==> config.mk <==
export PLATFORM = sky130hd
export DESIGN_NAME = lsu_stall_bridge
export DESIGN_NICKNAME = d
export VERILOG_FILES = /design/src/rtl/lsu_stall_bridge.sv
export SDC_FILE = /design/constraint.sdc
export NUM_CORES = 1
export LEC_CHECK = 0
export ABC_CLOCK_PERIOD_IN_PS = 1900
export CAP_MARGIN = 0
export CORE_UTILIZATION = 39
export DETAILED_ROUTE_END_ITERATION = 8
export GPL_TIMING_DRIVEN = 0
export PLACE_DENSITY_LB_ADDON = 0.1
export SETUP_SLACK_MARGIN = 0.2
export SLEW_MARGIN = 20
export SYNTH_ARGS = -nofsm -noshare
export SYNTH_HDL_FRONTEND = slang
export SYNTH_SLANG_ARGS = --single-unit
==> constraint.sdc <==
create_clock -name cpu_clk -period 1.9 [get_ports cpu_clk]
set_input_delay 0.38 -clock cpu_clk [delete_from_list [all_inputs] [get_ports cpu_clk]]
set_output_delay 0.38 -clock cpu_clk [all_outputs]
set_load 0.02 [all_outputs]
==> src/rtl/lsu_stall_bridge.sv <==
`default_nettype none
// ============================================================================
// Module : lsu_stall_bridge
// Brief  : Registered, handshaked load/store bus master with size/extension
//          handling, misalignment detection, ack timeout and core stall.
// Rev    : 1.0  initial release
// ============================================================================
module lsu_stall_bridge #(
    parameter int ADDR_W      = 32,
    parameter int DATA_W      = 32,
    parameter int TIMEOUT_CYC = 255
) (
    input  logic                cpu_clk,
    input  logic                cpu_rst,
    input  logic                req_valid,
    output logic                req_ready,
    input  logic                req_we,
    input  logic [1:0]          req_size,
    input  logic                req_unsigned,
    input  logic [ADDR_W-1:0]   req_addr,
    input  logic [DATA_W-1:0]   req_wdata,
    output logic                resp_valid,
    output logic [DATA_W-1:0]   resp_rdata,
    output logic [1:0]          resp_err,
    output logic                stall,
    output logic                Bus_req,
    output logic                Bus_we,
    output logic [ADDR_W-1:0]   Bus_addr,
    output logic [DATA_W/8-1:0] Bus_wstrb,
    output logic [DATA_W-1:0]   Bus_wdata,
    input  logic [DATA_W-1:0]   Bus_rdata,
    input  logic                Bus_ack
);

    localparam int c_nbytes = DATA_W / 8;
    localparam int c_off_w  = $clog2(c_nbytes);
    localparam int c_cnt_w  = $clog2(TIMEOUT_CYC + 1);

    localparam logic [1:0] c_st_idle = 2'd0;
    localparam logic [1:0] c_st_bus  = 2'd1;
    localparam logic [1:0] c_st_resp = 2'd2;

    localparam logic [1:0] c_err_ok    = 2'b00;
    localparam logic [1:0] c_err_align = 2'b01;
    localparam logic [1:0] c_err_tmo   = 2'b10;

    logic [1:0]          r_state;
    logic [1:0]          w_state_nxt;
    logic [c_cnt_w-1:0]  r_cnt;
    logic                r_we;
    logic                r_unsigned;
    logic [1:0]          r_size;
    logic [c_off_w-1:0]  r_off;
    logic                r_bus_req;
    logic                r_bus_we;
    logic [ADDR_W-1:0]   r_bus_addr;
    logic [c_nbytes-1:0] r_bus_wstrb;
    logic [DATA_W-1:0]   r_bus_wdata;
    logic [1:0]          r_resp_err;
    logic [DATA_W-1:0]   r_resp_rdata;

    logic [c_off_w-1:0]  w_off;
    logic                w_bad;
    logic                w_timeout;
    logic [c_nbytes-1:0] w_strb;
    logic [DATA_W-1:0]   w_wdata_rep;
    logic [DATA_W-1:0]   w_shifted;
    logic [DATA_W-1:0]   w_lane_mask;
    logic [DATA_W-1:0]   w_load;
    logic                w_sign;

    assign w_off     = req_addr[c_off_w-1:0];
    assign w_timeout = (r_cnt == c_cnt_w'(TIMEOUT_CYC - 1));

    always_comb begin
        w_bad = 1'b0;
        case (req_size)
            2'b01:   w_bad = req_addr[0];
            2'b10:   w_bad = |req_addr[1:0];
            2'b11:   w_bad = (DATA_W != 64) || (|req_addr[2:0]);
            default: w_bad = 1'b0;
        endcase
    end

    // Store lanes: strobes shifted to the byte offset, data replicated to every lane.
    always_comb begin
        w_strb      = '0;
        w_wdata_rep = '0;
        case (req_size)
            2'b00: begin
                w_strb      = c_nbytes'(1) << w_off;
                w_wdata_rep = {c_nbytes{req_wdata[7:0]}};
            end
            2'b01: begin
                w_strb      = c_nbytes'(3) << w_off;
                w_wdata_rep = {(c_nbytes/2){req_wdata[15:0]}};
            end
            2'b10: begin
                w_strb      = c_nbytes'(15) << w_off;
                w_wdata_rep = {(c_nbytes/4){req_wdata[31:0]}};
            end
            default: begin
                w_strb      = '1;
                w_wdata_rep = req_wdata;
            end
        endcase
        if (!req_we) begin
            w_strb      = '0;
            w_wdata_rep = '0;
        end
    end

    assign w_shifted = Bus_rdata >> {r_off, 3'b000};

    always_comb begin
        w_lane_mask = '1;
        w_sign      = 1'b0;
        case (r_size)
            2'b00: begin
                w_lane_mask = DATA_W'(8'hFF);
                w_sign      = w_shifted[7];
            end
            2'b01: begin
                w_lane_mask = DATA_W'(16'hFFFF);
                w_sign      = w_shifted[15];
            end
            2'b10: begin
                w_lane_mask = DATA_W'(32'hFFFF_FFFF);
                w_sign      = w_shifted[31];
            end
            default: begin
                w_lane_mask = '1;
                w_sign      = 1'b0;
            end
        endcase
        w_load = w_shifted & w_lane_mask;
        if (w_sign && !r_unsigned) begin
            w_load = w_load | ~w_lane_mask;
        end
    end

    always_ff @(posedge cpu_clk) begin
        if (!cpu_rst) begin
            r_state <= c_st_idle;
        end else begin
            r_state <= w_state_nxt;
        end
    end

    always_comb begin
        w_state_nxt = r_state;
        case (r_state)
            c_st_idle: if (req_valid) w_state_nxt = w_bad ? c_st_resp : c_st_bus;
            c_st_bus:  if (Bus_ack || w_timeout) w_state_nxt = c_st_resp;
            c_st_resp: w_state_nxt = c_st_idle;
            default:   w_state_nxt = c_st_idle;
        endcase
    end

    always_ff @(posedge cpu_clk) begin
        if (!cpu_rst) begin
            r_cnt        <= '0;
            r_we         <= 1'b0;
            r_unsigned   <= 1'b0;
            r_size       <= 2'b00;
            r_off        <= '0;
            r_bus_req    <= 1'b0;
            r_bus_we     <= 1'b0;
            r_bus_addr   <= '0;
            r_bus_wstrb  <= '0;
            r_bus_wdata  <= '0;
            r_resp_err   <= c_err_ok;
            r_resp_rdata <= '0;
        end else begin
            case (r_state)
                c_st_idle: begin
                    if (req_valid) begin
                        r_we         <= req_we;
                        r_unsigned   <= req_unsigned;
                        r_size       <= req_size;
                        r_off        <= w_off;
                        r_cnt        <= '0;
                        r_resp_rdata <= '0;
                        if (w_bad) begin
                            r_resp_err <= c_err_align;
                        end else begin
                            r_resp_err  <= c_err_ok;
                            r_bus_req   <= 1'b1;
                            r_bus_we    <= req_we;
                            r_bus_addr  <= {req_addr[ADDR_W-1:c_off_w], c_off_w'(0)};
                            r_bus_wstrb <= w_strb;
                            r_bus_wdata <= w_wdata_rep;
                        end
                    end
                end
                c_st_bus: begin
                    // Ack takes priority over a coincident timeout.
                    if (Bus_ack || w_timeout) begin
                        r_bus_req    <= 1'b0;
                        r_bus_we     <= 1'b0;
                        r_bus_addr   <= '0;
                        r_bus_wstrb  <= '0;
                        r_bus_wdata  <= '0;
                        r_resp_err   <= Bus_ack ? c_err_ok : c_err_tmo;
                        r_resp_rdata <= (Bus_ack && !r_we) ? w_load : '0;
                    end else begin
                        r_cnt <= r_cnt + 1'b1;
                    end
                end
                default: begin
                end
            endcase
        end
    end

    assign req_ready  = (r_state == c_st_idle);
    assign stall      = (r_state != c_st_idle);
    assign resp_valid = (r_state == c_st_resp);
    assign resp_rdata = resp_valid ? r_resp_rdata : '0;
    assign resp_err   = resp_valid ? r_resp_err : c_err_ok;
    assign Bus_req    = r_bus_req;
    assign Bus_we     = r_bus_we;
    assign Bus_addr   = r_bus_addr;
    assign Bus_wstrb  = r_bus_wstrb;
    assign Bus_wdata  = r_bus_wdata;

endmodule
`default_nettype wire
After elaboration in Yosys (flattened, before gate mapping)
Cells that the tools add are included.
Widths: inputs -> output; s select.
- register bits after elaboration: 120
- latch bits: 0
- memory bits (writable): 0
- bits in read-only memories: 0
- logic and storage cells: 93
- memories: 0
- add/subtract/negate cells: 1
- multiply operators: 0
- div/mod/pow operators: 0
- order comparisons: 0
- equality and inequality tests: 12
- shift-type cells: 4
- mux-type cells: 44
- bitwise operators: 3
- reductions and logical operators: 16
- operators with widths (cell ; number):
    $mux 32 ; 11
    $pmux 32 s2 ; 5
    $and 32x32->32 ; 1
    $not 32->32 ; 1
    $or 32x32->32 ; 1
    $shr 32x5->32 ; 1
    $mux 4 ; 4
    $mux 8 ; 2
    $pmux 8 s2 ; 1
    $mux 2 ; 7
    $pmux 4 s3 ; 1
    $add 8x1->8 const B ; 1
    $eq 2x2->1 const B ; 4
    $eq 8x8->1 const B ; 1
    $ne 2x2->1 const B ; 4
    $pmux 2 s2 ; 2
    $pmux 4 s2 ; 1
    $eq 2x1->1 const B ; 3
    $logic_not 2->1 ; 3
    $mux 1 ; 6
    $pmux 1 s3 ; 2
    $reduce_and 3->1 ; 2
    $pmux 1 s2 ; 2
    $reduce_and 2->1 ; 2
    9 further kinds ; 12

Logic depth before layout (Yosys ltp)
Gate-level depths: netlist of run 1.
- depth in word-level cells: 8
- depth in mapped cells: 8
- gate-level depth less buffers: 6

Least setup slack after synthesis of run 1
No wires, ideal clock.
- path kind: in2reg
- from: in req_size[0]
- to: reg r_bus_wdata[22], in the netlist Bus_wdata[22]
- library setup time: 0.127 ns
- arrival time: 1.876 ns
- path slack: -0.103 ns
- cell stages on the path: 7
- path through: inv_1 > ha_1 > clkbuf_1 > nor2_1 > clkbuf_1 > mux2i_1 > o2bb2ai_1
- cells in the longest elaborated chain, start to end: 6
- elaborated cells between the ends (all ways): 12
- those cells by class: eq/ne: 4; mux: 6; reduce/logical: 2
- ends and longest elaborated chain (element ; line ; text):
    start: declaration ; 18 ; input logic [1:0] req_size,
    $eq 2x1->1 or $logic_not 2->1 (tied branches) ; 77, 89 ;
    $pmux 32 s2 ; 89 ; case (req_size)
    $mux 32 ; 107 ; if (!req_we) begin
    $mux 32 ; 184 ; if (w_bad) begin
    $mux 32 ; 177 ; if (req_valid) begin
    $pmux 32 s2 ; 175 ; case (r_state)
    end signal: assignment ; 192 ; r_bus_wdata <= w_wdata_rep;
    end: declaration ; 58 ; logic [DATA_W-1:0] r_bus_wdata;
Several ways; a longest one is shown, not always the timed one. The select of a mux whose other input is x is not followed.
A chain may end at the register's enable or synchronous reset.

Final worst setup path of run 1
- from: reg r_state[1]
- to: out resp_rdata[21]
- cells in the longest elaborated chain, start to end: 2
- ends and longest elaborated chain (element ; line ; text):
    start: declaration ; 47 ; logic [1:0] r_state;
    start signal: assignment ; 144 ; r_state <= c_st_idle;
    start signal: assignment ; 146 ; r_state <= w_state_nxt;
    $eq 2x2->1 ; 218 ; assign resp_valid = (r_state == c_st_resp);
    $mux 32 ; 219 ; assign resp_rdata = resp_valid ? r_resp_rdata : '0;
    end: declaration ; 23 ; output logic [DATA_W-1:0] resp_rdata,
Every way passes these cells.

==> impl_metrics.ini, run 1 <==
[synthesis]
yosysSeqAreaShare = 0.451
yosys.area.top_type = dfxtp_1
synth_edf_count = 0
synth_area_per_cell_um2 = 9.68
synth_flop_cell = dfxtp_1
synthArstFlopShare = 0
syn_inst = 541
yosysWarnings = 0
yosys_register_bits = 118
synth.distinct_cells = 52
netlist_area_um2 = 5240
yosysTopAreaCellShare = 0.451
synth.top_cells.by_area = dfxtp_1 (45%), a22o_1 (9.2%), o2bb2ai_1 (4.7%), and2_1 (4.3%), a21oi_1 (3.6%)

[timing]
hold_slack_ns = 0.319
worst_pin_slew_ns = 0.702
finalClockSkew_ns = 0.00537
rsz0062_at_grt = yes
fin_crit_ns = 1.90
setup_violations = 0
maxSlewViolCount = 0
post-route-period-util = 0.998
finalHoldViolations = 0
clock.fmax_mhz = 527
relSlewSlack = 0.530

[clock_tree]
cts.sink_count = 118
clock_latency_ns = 0.42
cts_root_buffer = clkbuf_16
hold_buffers = 0
cts_buffer_depth = 2
numCtsBuffers = 17
path_clk_slew_ns = 0.05
cts_tree = built
cts.htree.levels = 4

[routing]
first_pass_iters = 7
ant_nets = 0
wl_per_cell_um = 18.5
via_per_inst = 5.47
drt_iter0_drc = 365
wirelength_mm = 18.5
vias = 5482
drcViolationCount = 0

[global_routing]
grt_usage = 0.269
grt_pass1_wl_mm = 29.3
grt_max_degree = 17
grt_pass1_vias = 5715
gr-total-overflow = 0
antenna_found_initial = 1

[die]
die_area_um2 = 13900
rows = 41
die_h_um = 118
initial_core_util = 0.407
ioPinCount = 211
die_x_um = 118
core_area_um2 = 12900

[critical_path]
worstPathRequired_ns = 1.52
end_kind = output pin
r2r_slack_ns = 0.03
path_class = flop to output pin
cp_cell_sequence = nor2b_4 > buf_12 > clkbuf_16 > and2_4 > buf_6
worst_path_max_delay_cell = dfxtp_4
worstPathMaxFanout = 5
cp-start-kind = flop
critPathMaxStageDelay_ns = 0.37
cp.arrival_ns = 1.52

[place]
hpwlAfterDp_mm = 12.3
dpl-instance-area_um2 = 7600
io_buffers = 207
globalplace.congestion = 0.874

[status]
status = completed

[power_and_ir_drop]
power_density_nw_per_um2 = 782
power_leakage_uw = 0.00393
finalPower_uw = 7260
irDropWorstVdd_v = 0.000644

[final_layout]
num-fill-cells = 942
syn_to_final_growth_pct = 77.2
multiInputGateArea_um2 = 3130
regArea_um2 = 2380
stdcell_area_um2 = 9280
mostFrequentLayoutCells = dfxtp_1 (111), clkdlybuf4s50_1 (98), dlygate4sd2_1 (69)
mostFrequentLayoutCell = dfxtp_1
drive_above_1_share = 0.328
nets = 929
post-route-util = 0.721

[worst_hold_path]
hp-class = input pin to flop

[job]
cap_violations = 0
## final cells by class
class | instances | area share
Multi-Input combinational cell | 362 | 0.337
Timing Repair Buffer | 256 | 0.275
Sequential cell | 118 | 0.256
Clock buffer | 30 | 0.0587
Buffer | 40 | 0.0376
Tap cell | 172 | 0.0232
Inverter | 22 | 0.0107
Clock inverter | 2 | 0.00108
Antenna cell | 1 | 0.000270
## synthesized netlist by cell type (3+ instances only)
master,n
nand2_1,44
nor3_1,3
o211ai_1,9
dfxtp_1,118
nor2_1,14
a22oi_1,9
mux2_2,15
buf_2,8
a21oi_1,38
xor2_1,3
nand2b_1,5
clkbuf_1,26
a22o_1,55
and2_1,36
buf_4,3
nor3b_2,3
ha_1,8
inv_1,22
mux2i_1,16
nand3_1,4
or3_1,3
o221ai_1,17
o2bb2ai_1,28
o21ai_0,19
## worst max-delay path, delay by kind of cell, from the launching register on
kind          cells  cell delay [ns]
simple gates      2             0.33
buf+inv           3             0.40
flops             1             0.37
## power breakdown
group          switching [µW]  internal [µW]
registers                85.1           2600
logic                     785            809
clock network            1070           1910
## cell families after synthesis
| family | count (synthesis) | synth area share |
|---|---|---|
| other | 1 | 0.000716 |
| multiplexers | 32 | 0.0671 |
| adder cells (fa/ha/maj) | 8 | 0.0191 |
| AND/OR/NAND/NOR | 126 | 0.131 |
| flip-flops | 118 | 0.451 |
| XOR/XNOR | 3 | 0.00502 |
| buffers and inverters | 62 | 0.0514 |
| AO/OA/AOI/OAI | 191 | 0.274 |
## per-stage QoR
stage               instances  setup TNS, ns  setup WS (ns)
floorplan                 542              0          0.116
global placement          921         -97.98         -0.975
detailed placement        921        -102.52          -1.02
CTS                       992         -0.268        -0.0189
global route             1003          -1.86        -0.0698
finish                   1003              0        0.00415
## sequential cells by signal (all words and copies together) (netlist names)
register,cells
r_resp_rdata,32
r_cnt,8
Bus_wdata,32
r_off,2
Bus_we,1
Bus_addr,30
r_state,2
Bus_req,1
r_size,2
r_we,1
Bus_wstrb,4
r_resp_err,2
r_unsigned,1
## routing by layer
layer / GRT usage / share of wire / vias up
li1: - / - / 2559
met1: 0.308 / 0.41 / 2607
met2: 0.442 / 0.48 / 268
met3: 0.0882 / 0.074 / 48
met4: 0.147 / 0.035 / 0
met5: 0 / 0 / -
## worst paths after layout
path	startpoint	depth (start not counted)	to
setup / recovery	r_state[1]$_SDFFE_PN0P_	5	resp_rdata[21]
hold / removal	req_size[0]	3	r_size[0]$_SDFFE_PN0P_
setup reg to reg	r_state[1]$_SDFFE_PN0P_	8	Bus_wdata[4]$_SDFFE_PN0P_
hold reg to reg	Bus_we$_SDFFE_PN0P_	1	Bus_we$_SDFFE_PN0P_
## what timing repair did
| item | CTS | global route |
|---|---|---|
| resized for setup | 436 | 56 |
| cloned | 9 | 2 |
| buffers inserted | 30 | 8 |
| endpoints found under the setup margin | 212 | 147 |
| pin swaps | 57 | 15 |
Note: power is estimated with default switching activity, not from simulation.
==> inputs of run 2 (changes only) <==
- SETUP_SLACK_MARGIN: 0.2 -> unset
==> run 2 against run 1 <==
  * The flow now finishes with violations (setup timing)
  * Via count shrank 4.2%
  * Non-clock buffer count shrank 27
  * Critical path depth is the same
  * First-iteration DRC count grew 2.5%
  * Register-to-register slack lost 0.03 ns
  * Highest routed layer unchanged
==> impl_metrics.ini, run 2 (synthesized netlist as in run 1, its figures left out) <==
[global_routing]
grt_pass1_wl_mm = 27.2
grt_usage = 0.247
antenna_found_initial = 1
grt_pass1_vias = 5423
grt_max_degree = 17
gr-total-overflow = 0

[final_layout]
num-fill-cells = 1032
syn_to_final_growth_pct = 64.1
drive_above_1_share = 0.228
post-route-util = 0.667
mostFrequentLayoutCell = clkdlybuf4s50_1
mostFrequentLayoutCells = clkdlybuf4s50_1 (166), dfxtp_1 (116), a22o_1 (55)
multiInputGateArea_um2 = 2800
regArea_um2 = 2370
nets = 902

[timing]
setup_violations = 23
rsz0062_at_grt = yes
finalClockSkew_ns = 0.00619
setup_tns_ns = -0.814
clock.fmax_mhz = 506
finalHoldViolations = 0
relSlewSlack = 0.611
fin_ws_ns = -0.0764
fin_crit_ns = 1.98
post-route-period-util = 1.04
worst_pin_slew_ns = 0.582
maxSlewViolCount = 0

[clock_tree]
numCtsBuffers = 17
clock_latency_ns = 0.41
cts.sink_count = 118
cts_root_buffer = clkbuf_16
cts_buffer_depth = 2
cts_tree = built
hold_buffers = 0
path_clk_slew_ns = 0.05
cts.htree.levels = 4

[power_and_ir_drop]
irDropWorstVdd_v = 0.000525
finalPower_uw = 7340
power_leakage_uw = 0.00333
power_density_nw_per_um2 = 855

[place]
place_ws_ns = -1.04
globalplace.congestion = 0.872
io_buffers = 207
hpwlAfterDp_mm = 12.5

[routing]
drt_iter0_drc = 374
drcViolationCount = 0
wirelength_mm = 17.3
vias = 5254
via_per_inst = 5.38
ant_nets = 0
wl_per_cell_um = 17.7
first_pass_iters = 4

[status]
violations = setup timing
status = complete, but fails checks

[critical_path]
worstPathRequired_ns = 1.52
critPathBufInv = 3
critPathMaxStageDelay_ns = 0.38
worst_path_most_repeated_cell = buf_6
worst_path_max_delay_cell = dfxtp_4
worstPathMaxFanout = 6
end_kind = output pin
cp.arrival_ns = 1.60
critPathTopFamily = simple AND/OR/NAND/NOR gates
path_class = flop to output pin
cp-start-kind = flop
cp_cell_sequence = nor2b_4 > buf_6 > clkbuf_16 > and2_4 > buf_6

[die]
die_h_um = 118
core_area_um2 = 12900
die_area_um2 = 13900
ioPinCount = 211
die_x_um = 118
initial_core_util = 0.407
rows = 41

[worst_hold_path]
hp-class = input pin to flop

[job]
cap_violations = 0
## run 2: cell type report
cell class              instances  share of cell area
repair buffers                230               0.262
flip-flops and latches        118               0.276
well taps                     172              0.0250
plain buffers                  39              0.0304
clock inverters                12              0.0178
diodes                          1            0.000291
multi-input cells             362               0.326
inverters                      22             0.00961
clock buffers                  20              0.0532
## run 2: layer usage
layer  up-vias  GRT usage  routed length, µm
li1       2493          -                  -
met1      2481      0.285               7190
met2       235      0.403               8100
met3        45     0.0872               1400
met4         0      0.125                602
met5         -          0                  0
## run 2: final timing paths
check                                             start                    endpoint  slack (ns)  depth (start not counted)
worst max-delay path            r_state[1]$_SDFFE_PN0P_              resp_rdata[18]       -0.08                          5
worst min-delay path                        req_size[0]      r_size[0]$_SDFFE_PN0P_        0.27                          3
worst max register to register  r_state[1]$_SDFFE_PN0P_  Bus_wdata[21]$_SDFFE_PN0P_           0                          7
worst min register to register        r_we$_SDFFE_PN0P_           r_we$_SDFFE_PN0P_        0.46                          2
## run 2: metrics by stage
step / hold WS (ns) / instances / area, µm²
CTS: 0.266 / 966 / 8330
detailed placement: 0.444 / 921 / 7540
global route: 0.282 / 976 / 8590
floorplan: 0.432 / 542 / 5250
global placement: 0.444 / 921 / 7540
finish: 0.274 / 976 / 8590
## run 2: worst register-to-register path, cell delays in order (launching register included)
cell       delay [ns]
dfxtp_4          0.37
buf_4            0.14
nor2_4           0.12
or4b_4           0.49
a31oi_4          0.26
buf_6            0.18
buf_8            0.14
o2bb2ai_1        0.12
## run 2: timing repair
action,in CTS,in global routing
endpoints found under the setup margin,129,131
buffers inserted,14,8
gates cloned,0,1
pin swaps,6,10
gates resized for setup,225,59
## run 2: power breakdown
group,internal [µW],total (µW),switching [µW]
combinational,709,1390,682
clock,2120,3270,1150
sequential,2600,2680,80.3
